`config.mk`:
```
export PLATFORM = sky130hd
export DESIGN_NAME = fp_cmd_assembler_flat
export DESIGN_NICKNAME = d
export VERILOG_FILES = /design/src/rtl/fp_uart_pkg.sv /design/src/rtl/fp_cmd_assembler_if.sv /design/src/rtl/byte_timeout_timer.sv /design/src/rtl/fp_cmd_assembler.sv /design/src/flat_wrapper.sv
export SDC_FILE = /design/constraint.sdc
export NUM_CORES = 1
export LEC_CHECK = 0
export ABC_AREA = 1
export BUFFER_PORTS_ARGS = -buffer_cell sky130_fd_sc_hd__buf_2
export CAP_MARGIN = 20
export CORE_MARGIN = 1.5
export CORE_UTILIZATION = 55
export CTS_CLUSTER_SIZE = 8
export DETAILED_ROUTE_END_ITERATION = 12
export GPL_TIMING_DRIVEN = 0
export PLACE_DENSITY = 0.79
export SETUP_SLACK_MARGIN = 0.4
export SYNTH_ARGS = -nofsm -noshare
export SYNTH_HDL_FRONTEND = slang
export SYNTH_HIERARCHICAL = 1
export SYNTH_SLANG_ARGS = --single-unit
export TNS_END_PERCENT = 20
```
`constraint.sdc`:
```
create_clock -name clk_100MHz -period 2.25 [get_ports clk_100MHz]
set_input_delay 0.225 -clock clk_100MHz [delete_from_list [all_inputs] [get_ports clk_100MHz]]
set_output_delay 0.225 -clock clk_100MHz [all_outputs]
set_load 0.02 [all_outputs]
```
`src/rtl/fp_uart_pkg.sv`:
```
// Shared definitions for the UART-to-FP command path: opcode bytes, operation
// encodings, assembler states and opcode decode helpers.
package fp_uart_pkg;

    localparam int OPERAND_BYTES = 4;

    localparam logic [7:0] OPC_ADD = 8'h01;
    localparam logic [7:0] OPC_SUB = 8'h02;
    localparam logic [7:0] OPC_MUL = 8'h03;
    localparam logic [7:0] OPC_DIV = 8'h04;

    typedef enum logic [1:0] {
        OP_ADD = 2'b00,
        OP_SUB = 2'b01,
        OP_MUL = 2'b10,
        OP_DIV = 2'b11
    } cmd_op_e;

    typedef enum logic [1:0] {
        IDLE,
        OPA,
        OPB,
        HOLD
    } state_e;

    function automatic logic opcode_ok(input logic [7:0] b);
        return (b >= OPC_ADD) && (b <= OPC_DIV);
    endfunction

    function automatic cmd_op_e opcode_to_op(input logic [7:0] b);
        case (b)
            OPC_SUB: return OP_SUB;
            OPC_MUL: return OP_MUL;
            OPC_DIV: return OP_DIV;
            default: return OP_ADD;
        endcase
    endfunction

endpackage

```
`src/rtl/fp_cmd_assembler_if.sv`:
```
// Byte-in / command-out bundle of the assembler. The master modport is the
// assembler side; the slave modport is the UART receiver plus FP unit side.
interface fp_cmd_assembler_if;
    import fp_uart_pkg::*;

    logic        rx_byte_valid;
    logic [7:0]  rx_byte;
    logic        cmd_valid;
    logic        cmd_ready;
    cmd_op_e     cmd_op;
    logic [31:0] cmd_a;
    logic [31:0] cmd_b;
    logic        frame_err;
    logic        overrun;
    logic        busy;

    modport master (
        input  rx_byte_valid, rx_byte, cmd_ready,
        output cmd_valid, cmd_op, cmd_a, cmd_b, frame_err, overrun, busy
    );

    modport slave (
        output rx_byte_valid, rx_byte, cmd_ready,
        input  cmd_valid, cmd_op, cmd_a, cmd_b, frame_err, overrun, busy
    );

endinterface

```
`src/rtl/byte_timeout_timer.sv`:
```
// Saturating idle-cycle counter; expired is high in the cycle the count sits
// at the limit while running with no byte arriving.
module byte_timeout_timer #(
    parameter int unsigned TIMEOUT_CYCLES = 100000
) (
    input  logic clk_100MHz,
    input  logic reset,
    input  logic run,
    input  logic clear,
    output logic expired
);

    localparam int unsigned CW = $clog2(TIMEOUT_CYCLES + 1);
    localparam logic [CW-1:0] LIMIT = CW'(TIMEOUT_CYCLES);

    logic [CW-1:0] count_q, count_d;

    always_comb begin
        count_d = count_q;
        if (!run || clear) begin
            count_d = '0;
        end else if (count_q != LIMIT) begin
            count_d = count_q + CW'(1);
        end
    end

    // NOTE: sequential state is written only with <= so every flop samples pre-edge values.
    always_ff @(posedge clk_100MHz) begin
        if (reset) begin
            count_q <= '0;
        end else begin
            count_q <= count_d;
        end
    end

    assign expired = run && !clear && (count_q == LIMIT);

endmodule

```
`src/rtl/fp_cmd_assembler.sv`:
```
// Assembles 9-byte UART frames (opcode, operand A, operand B, MSB first) into
// one FP command held on a valid/ready handshake, with inter-byte timeout.
module fp_cmd_assembler
    import fp_uart_pkg::*;
#(
    parameter int unsigned TIMEOUT_CYCLES = 100000
) (
    input  logic               clk_100MHz,
    input  logic               reset,
    fp_cmd_assembler_if.master bus
);

    localparam logic [1:0] LAST_IDX = 2'(OPERAND_BYTES - 1);

    state_e      state_q;
    logic [1:0]  idx_q;
    logic [23:0] shreg_q;
    cmd_op_e     op_q;
    logic [31:0] a_q, b_q;
    logic        valid_q, frame_err_q, overrun_q;

    logic        run, clear, expired;
    logic        start_ok;
    logic [31:0] operand_next;

    // shreg_q keeps the earlier bytes of the operand; the incoming byte completes it.
    assign operand_next = {shreg_q, bus.rx_byte};
    assign start_ok     = bus.rx_byte_valid && opcode_ok(bus.rx_byte);
    assign run          = (state_q == OPA) || (state_q == OPB);
    assign clear        = run && bus.rx_byte_valid;

    byte_timeout_timer #(
        .TIMEOUT_CYCLES(TIMEOUT_CYCLES)
    ) u_timer (
        .clk_100MHz(clk_100MHz),
        .reset     (reset),
        .run       (run),
        .clear     (clear),
        .expired   (expired)
    );

    always_ff @(posedge clk_100MHz) begin
        if (reset) begin
            // NOTE: the operand datapath is reset too, so no stale bytes survive a mid-frame reset.
            state_q     <= IDLE;
            idx_q       <= '0;
            shreg_q     <= '0;
            op_q        <= OP_ADD;
            a_q         <= '0;
            b_q         <= '0;
            valid_q     <= 1'b0;
            frame_err_q <= 1'b0;
            overrun_q   <= 1'b0;
        end else begin
            frame_err_q <= 1'b0;
            overrun_q   <= 1'b0;
            unique case (state_q)
                IDLE: begin
                    if (start_ok) begin
                        op_q    <= opcode_to_op(bus.rx_byte);
                        idx_q   <= '0;
                        state_q <= OPA;
                    end else if (bus.rx_byte_valid) begin
                        frame_err_q <= 1'b1;
                    end
                end
                OPA, OPB: begin
                    if (bus.rx_byte_valid) begin
                        shreg_q <= operand_next[23:0];
                        idx_q   <= idx_q + 2'd1;
                        if (idx_q == LAST_IDX) begin
                            if (state_q == OPA) begin
                                a_q     <= operand_next;
                                state_q <= OPB;
                            end else begin
                                b_q     <= operand_next;
                                valid_q <= 1'b1;
                                state_q <= HOLD;
                            end
                        end
                    end else if (expired) begin
                        frame_err_q <= 1'b1;
                        state_q     <= IDLE;
                    end
                end
                HOLD: begin
                    // A byte landing on the transfer cycle opens the next frame.
                    if (bus.cmd_ready) begin
                        valid_q <= 1'b0;
                        state_q <= IDLE;
                        if (start_ok) begin
                            op_q    <= opcode_to_op(bus.rx_byte);
                            idx_q   <= '0;
                            state_q <= OPA;
                        end else if (bus.rx_byte_valid) begin
                            frame_err_q <= 1'b1;
                        end
                    end else if (bus.rx_byte_valid) begin
                        overrun_q <= 1'b1;
                    end
                end
            endcase
        end
    end

    assign bus.cmd_valid = valid_q;
    assign bus.cmd_op    = op_q;
    assign bus.cmd_a     = a_q;
    assign bus.cmd_b     = b_q;
    assign bus.frame_err = frame_err_q;
    assign bus.overrun   = overrun_q;
    assign bus.busy      = (state_q != IDLE);

endmodule

```
`src/flat_wrapper.sv`:
```
// flat-port wrapper written by rule: the top's interface ports become plain ports
module fp_cmd_assembler_flat import fp_uart_pkg::*;
#(
    parameter int unsigned TIMEOUT_CYCLES = 100000
)
  (clk_100MHz, reset, bus_rx_byte_valid, bus_rx_byte, bus_cmd_ready, bus_cmd_valid, bus_cmd_op, bus_cmd_a, bus_cmd_b, bus_frame_err, bus_overrun, bus_busy);
  fp_cmd_assembler_if bus_i ();
  input  logic clk_100MHz;
  input  logic reset;
  input wire logic [$bits(bus_i.rx_byte_valid)-1:0] bus_rx_byte_valid;
  input wire logic [$bits(bus_i.rx_byte)-1:0] bus_rx_byte;
  input wire logic [$bits(bus_i.cmd_ready)-1:0] bus_cmd_ready;
  output wire logic [$bits(bus_i.cmd_valid)-1:0] bus_cmd_valid;
  output wire logic [$bits(bus_i.cmd_op)-1:0] bus_cmd_op;
  output wire logic [$bits(bus_i.cmd_a)-1:0] bus_cmd_a;
  output wire logic [$bits(bus_i.cmd_b)-1:0] bus_cmd_b;
  output wire logic [$bits(bus_i.frame_err)-1:0] bus_frame_err;
  output wire logic [$bits(bus_i.overrun)-1:0] bus_overrun;
  output wire logic [$bits(bus_i.busy)-1:0] bus_busy;
  assign bus_i.rx_byte_valid = bus_rx_byte_valid;
  assign bus_i.rx_byte = bus_rx_byte;
  assign bus_i.cmd_ready = bus_cmd_ready;
  assign bus_cmd_valid = bus_i.cmd_valid;
  assign bus_cmd_op = bus_i.cmd_op;
  assign bus_cmd_a = bus_i.cmd_a;
  assign bus_cmd_b = bus_i.cmd_b;
  assign bus_frame_err = bus_i.frame_err;
  assign bus_overrun = bus_i.overrun;
  assign bus_busy = bus_i.busy;
  fp_cmd_assembler #(.TIMEOUT_CYCLES(TIMEOUT_CYCLES)) u_core (.clk_100MHz(clk_100MHz), .reset(reset), .bus(bus_i));
endmodule
```
==> results_dict.tcl <==
set metrics [dict create \
    unrepaired_setup_endpoints_after_global_routing "yes" \
    worst_setup_path_end_kind "flop" \
    fin_worst_setup_slack_ps 470 \
    vias 4636 \
    initial_utilization_pct 56.9 \
    number_of_antenna_violations_at_the_first_check_in_global_routing 0 \
    first_pass_drt_iterations 5 \
    cells_after_synth 641 \
    totalNegativeSetupSlack_ps 0 \
    cts.reportedPaths.clkPinSlew_ps 60 \
    grt_start_max_net_pins 17 \
    cts_made_buffers 17 \
    critical_path_arrival_ps 2220 \
    setup_viol 0 \
    timing.critical_path.required_ps 2690 \
    die_area_mm2 0.00911 \
    clk_root_buffer_cell "sky130_fd_sc_hd__clkbuf_8" \
    track_usage_pct 28.5 \
    cts-root-to-sink-buffers 2 \
    port_buffers 81 \
    status "complete, no violations" \
    p_leak_nw 2.68 \
    postLayoutCoreUtil_pct 72.3 \
    worstSkewPairLatency_ps 520 \
    seq_area_frac_synth_pct 48.5 \
    finalWeightedCongestion 0.951 \
    antenna_left 0 \
    num_antenna_cells 0 \
    max-cap-violations 0 \
    unique_cell_type_count_in_the_yosys_netlist 25 \
    first_pass_grt_wire_length_um 19800 \
    detail_route.drc_violations 0 \
    clock_skew_ps 8.31 \
    final_area_mm2 0.00597 \
    crit_fanout 11 \
    max_slew_margin_pct 65.4 \
    finish.net_count 768 \
    htree_num_levels 4 \
    chipHeight_um 95.5 \
    dpl_worst_slack_ps 151 \
    final_number_of_max_transition_violations 0 \
    synthToLayoutAreaGrowth_pct 27.1 \
    syn-num-nets 661 \
    syn-cell-area_mm2 0.00470 \
    ioPinCount 82 \
    cts_tree "built" \
    cts.sinks 114 \
    setup.worst_path.start_class "flop" \
    post-route-min-period_ps 1780 \
    critical-path-top-cell-by-count "sky130_fd_sc_hd__inv_2" \
    ys_ff_latch 114 \
    place.detailed.hpwl_um 8560 \
    timing_worst_setup_path_type "reg2reg" \
    min_path_type "in2reg" \
    worst_path_largest_cell_delay_ps 360 \
    core.rowCount 33 \
    wire_per_inst_um 14.4 \
    ir_drop_mv 0.641 \
    timing.fmax_ghz 0.562 \
    globalRouteOverflowTotal 0 \
    fillCellCount 649 \
    max_slew.worst_pin.slew_ps 520 \
    share_of_the_clock_period_used_by_the_worst_path_after_layout_pct 79.1 \
    grt_pass1_vias 4281 \
    power_density_over_cell_area_mw_per_mm2 1020 \
    cp_slowest_cell "sky130_fd_sc_hd__dfxtp_4" \
    placedInstanceArea_mm2 0.00526 \
    drt-total-wl_um 12500 \
    placeableCoreArea_mm2 0.00826 \
    report.final.hold_viol_count 0 \
    synth.yosys.warnings 6 \
    cp_cell_sequence "inv_2, ha_4, nand2_4, inv_2, buf_6, nor3_4, clkdlybuf4s15_2, nand2_1, nor2_1" \
    drive_above_1_share_pct 21.4 \
    detailedRoute.firstIterationViolations 275 \
    syn_avg_cell_area_um2 7.33 \
    chip_width_um 95.5 \
    avg_vias_per_cell 5.35 \
]
kinds of logic after synthesis:
| logic type | after synthesis | synth area share, % |
|---|---|---|
| and+or+nand+nor | 236 | 21.4 |
| buffers and inverters | 112 | 9.50 |
| adders and majority gates | 8 | 2.13 |
| xor gates and xnor gates | 1 | 0.186 |
| AOI/OAI and AO/OA | 170 | 18.2 |
| DFF | 114 | 48.5 |
layer usage:
layer	share of wire, %	global-route usage (%)	vias to the layer above
met5	0	0	-
met1	44	34.6	2161
met2	48	48.8	168
met4	2.1	11.9	0
li1	-	-	2282
met3	5.9	6.14	25
report_power, final:
| group | switching (mW) | internal (mW) | total, mW | leakage (nW) |
|---|---|---|---|---|
| Sequential | 0.189 | 2.22 | 2.40 | 0.925 |
| Clock | 1.03 | 1.49 | 2.53 | 0.261 |
| Combinational | 0.750 | 0.434 | 1.18 | 1.50 |
| Total | 1.97 | 4.14 | 6.12 | 2.68 |
worst paths after layout:
kind | start | endpoint | slack (ps) | cells past startpoint
max | u_core/state_q[0] | u_core/u_timer/count_q[0] | 470 | 9
min | bus_rx_byte[7] | u_core/shreg_q[7] | 30 | 3
max reg2reg | u_core/state_q[0] | u_core/u_timer/count_q[0] | 470 | 9
min reg2reg | u_core/bus.cmd_a[28] | u_core/bus.cmd_a[28] | 440 | 2
cell type report:
class / count / area, µm² / area share (%)
multi-input combinational: 415 / 2050 / 34.3
inverter: 84 / 320 / 5.36
tap: 105 / 131 / 2.20
sequential: 114 / 2300 / 38.5
timing repair buffer: 88 / 472 / 7.90
buffer: 28 / 141 / 2.37
clock inverter: 15 / 149 / 2.49
clock buffer: 17 / 414 / 6.93
worst max-delay path: cells and delay by family (launching register included):
family	cells	cell delay (ps)
buf+inv	4	590
simple gates	4	490
fa+ha+maj	1	270
flops	1	360
metrics by stage:
step	hold WS [ps]	power (mW)	instances
after floorplan	294	3.16	641
after global placement	431	3.43	827
after detailed placement	434	3.46	827
after CTS	6.20	6.05	864
after global routing	40.8	6.40	866
final	26.3	6.12	866
layout by cell type, fill, tap and decap left out, types with 2 or more instances in the layout:
cell,netlist,final
sky130_fd_sc_hd__buf_6,2,3
sky130_fd_sc_hd__dfxtp_2,0,3
sky130_fd_sc_hd__dlygate4sd3_1,0,4
sky130_fd_sc_hd__clkinvlp_4,0,5
sky130_fd_sc_hd__ha_1,8,6
sky130_fd_sc_hd__buf_4,0,3
sky130_fd_sc_hd__nor3_4,2,4
sky130_fd_sc_hd__o21ai_1,5,5
sky130_fd_sc_hd__nand2_2,5,5
sky130_fd_sc_hd__nand2_1,55,53
sky130_fd_sc_hd__ha_4,0,2
sky130_fd_sc_hd__inv_4,0,2
sky130_fd_sc_hd__buf_2,9,88
sky130_fd_sc_hd__clkbuf_16,0,16
sky130_fd_sc_hd__nand3_1,24,24
sky130_fd_sc_hd__dfxtp_1,114,108
sky130_fd_sc_hd__clkbuf_1,17,16
sky130_fd_sc_hd__nand4_1,7,7
sky130_fd_sc_hd__inv_1,82,75
sky130_fd_sc_hd__a21oi_1,67,66
sky130_fd_sc_hd__inv_6,0,7
sky130_fd_sc_hd__nor2_2,2,3
sky130_fd_sc_hd__nor3_1,4,2
sky130_fd_sc_hd__o21ai_0,96,96
sky130_fd_sc_hd__dfxtp_4,0,3
sky130_fd_sc_hd__nand2_4,0,2
sky130_fd_sc_hd__nor2_1,133,131
sky130_fd_sc_hd__inv_2,2,7
Yosys cell counts:
cell type                  number  area (µm²)
sky130_fd_sc_hd__nor2_1       133         499
sky130_fd_sc_hd__nand3_4        1        17.5
sky130_fd_sc_hd__ha_1           8         100
sky130_fd_sc_hd__nor2_2         2        12.5
sky130_fd_sc_hd__inv_2          2        7.51
sky130_fd_sc_hd__nand2_2        5        31.3
sky130_fd_sc_hd__nand3_2        1        10.0
sky130_fd_sc_hd__buf_2          9        45.0
sky130_fd_sc_hd__nand4_1        7        43.8
sky130_fd_sc_hd__o21a_1         1        7.51
sky130_fd_sc_hd__inv_1         82         308
sky130_fd_sc_hd__o21ai_0       96         480
sky130_fd_sc_hd__nor3_1         4        20.0
sky130_fd_sc_hd__nand2_1       55         206
sky130_fd_sc_hd__dfxtp_1      114        2280
sky130_fd_sc_hd__nand3b_1       1        7.51
sky130_fd_sc_hd__xor2_1         1        8.76
sky130_fd_sc_hd__buf_6          2        22.5
sky130_fd_sc_hd__o21bai_1       1        7.51
sky130_fd_sc_hd__clkbuf_1      17        63.8
sky130_fd_sc_hd__nor3_4         2        32.5
sky130_fd_sc_hd__a21oi_1       67         335
sky130_fd_sc_hd__o21ai_1        5        25.0
sky130_fd_sc_hd__nand3_1       24         120
sky130_fd_sc_hd__and2_1         1        6.26
state kept, by name, summed over array words and instances, names as in the netlist:
name and count:
u_core/bus.cmd_a 32, u_core/bus.cmd_b 32, u_core/bus.cmd_op 2, u_core/bus.cmd_valid 1, u_core/bus.frame_err 1, u_core/bus.overrun 1, u_core/idx_q 2, u_core/shreg_q 24
u_core/state_q 2, u_core/u_timer/count_q 17
repair_timing:
action | CTS | global route
endpoints found under the setup margin | 19 | 31
hold buffers | 4 | 0
resized for setup | 13 | 24
cloned | 0 | 1
pin swaps | 3 | 6
hold endpoints to repair | 7 | 0
setup buffers | 1 | 1
No activity file was read; power rests on OpenSTA's default activity.
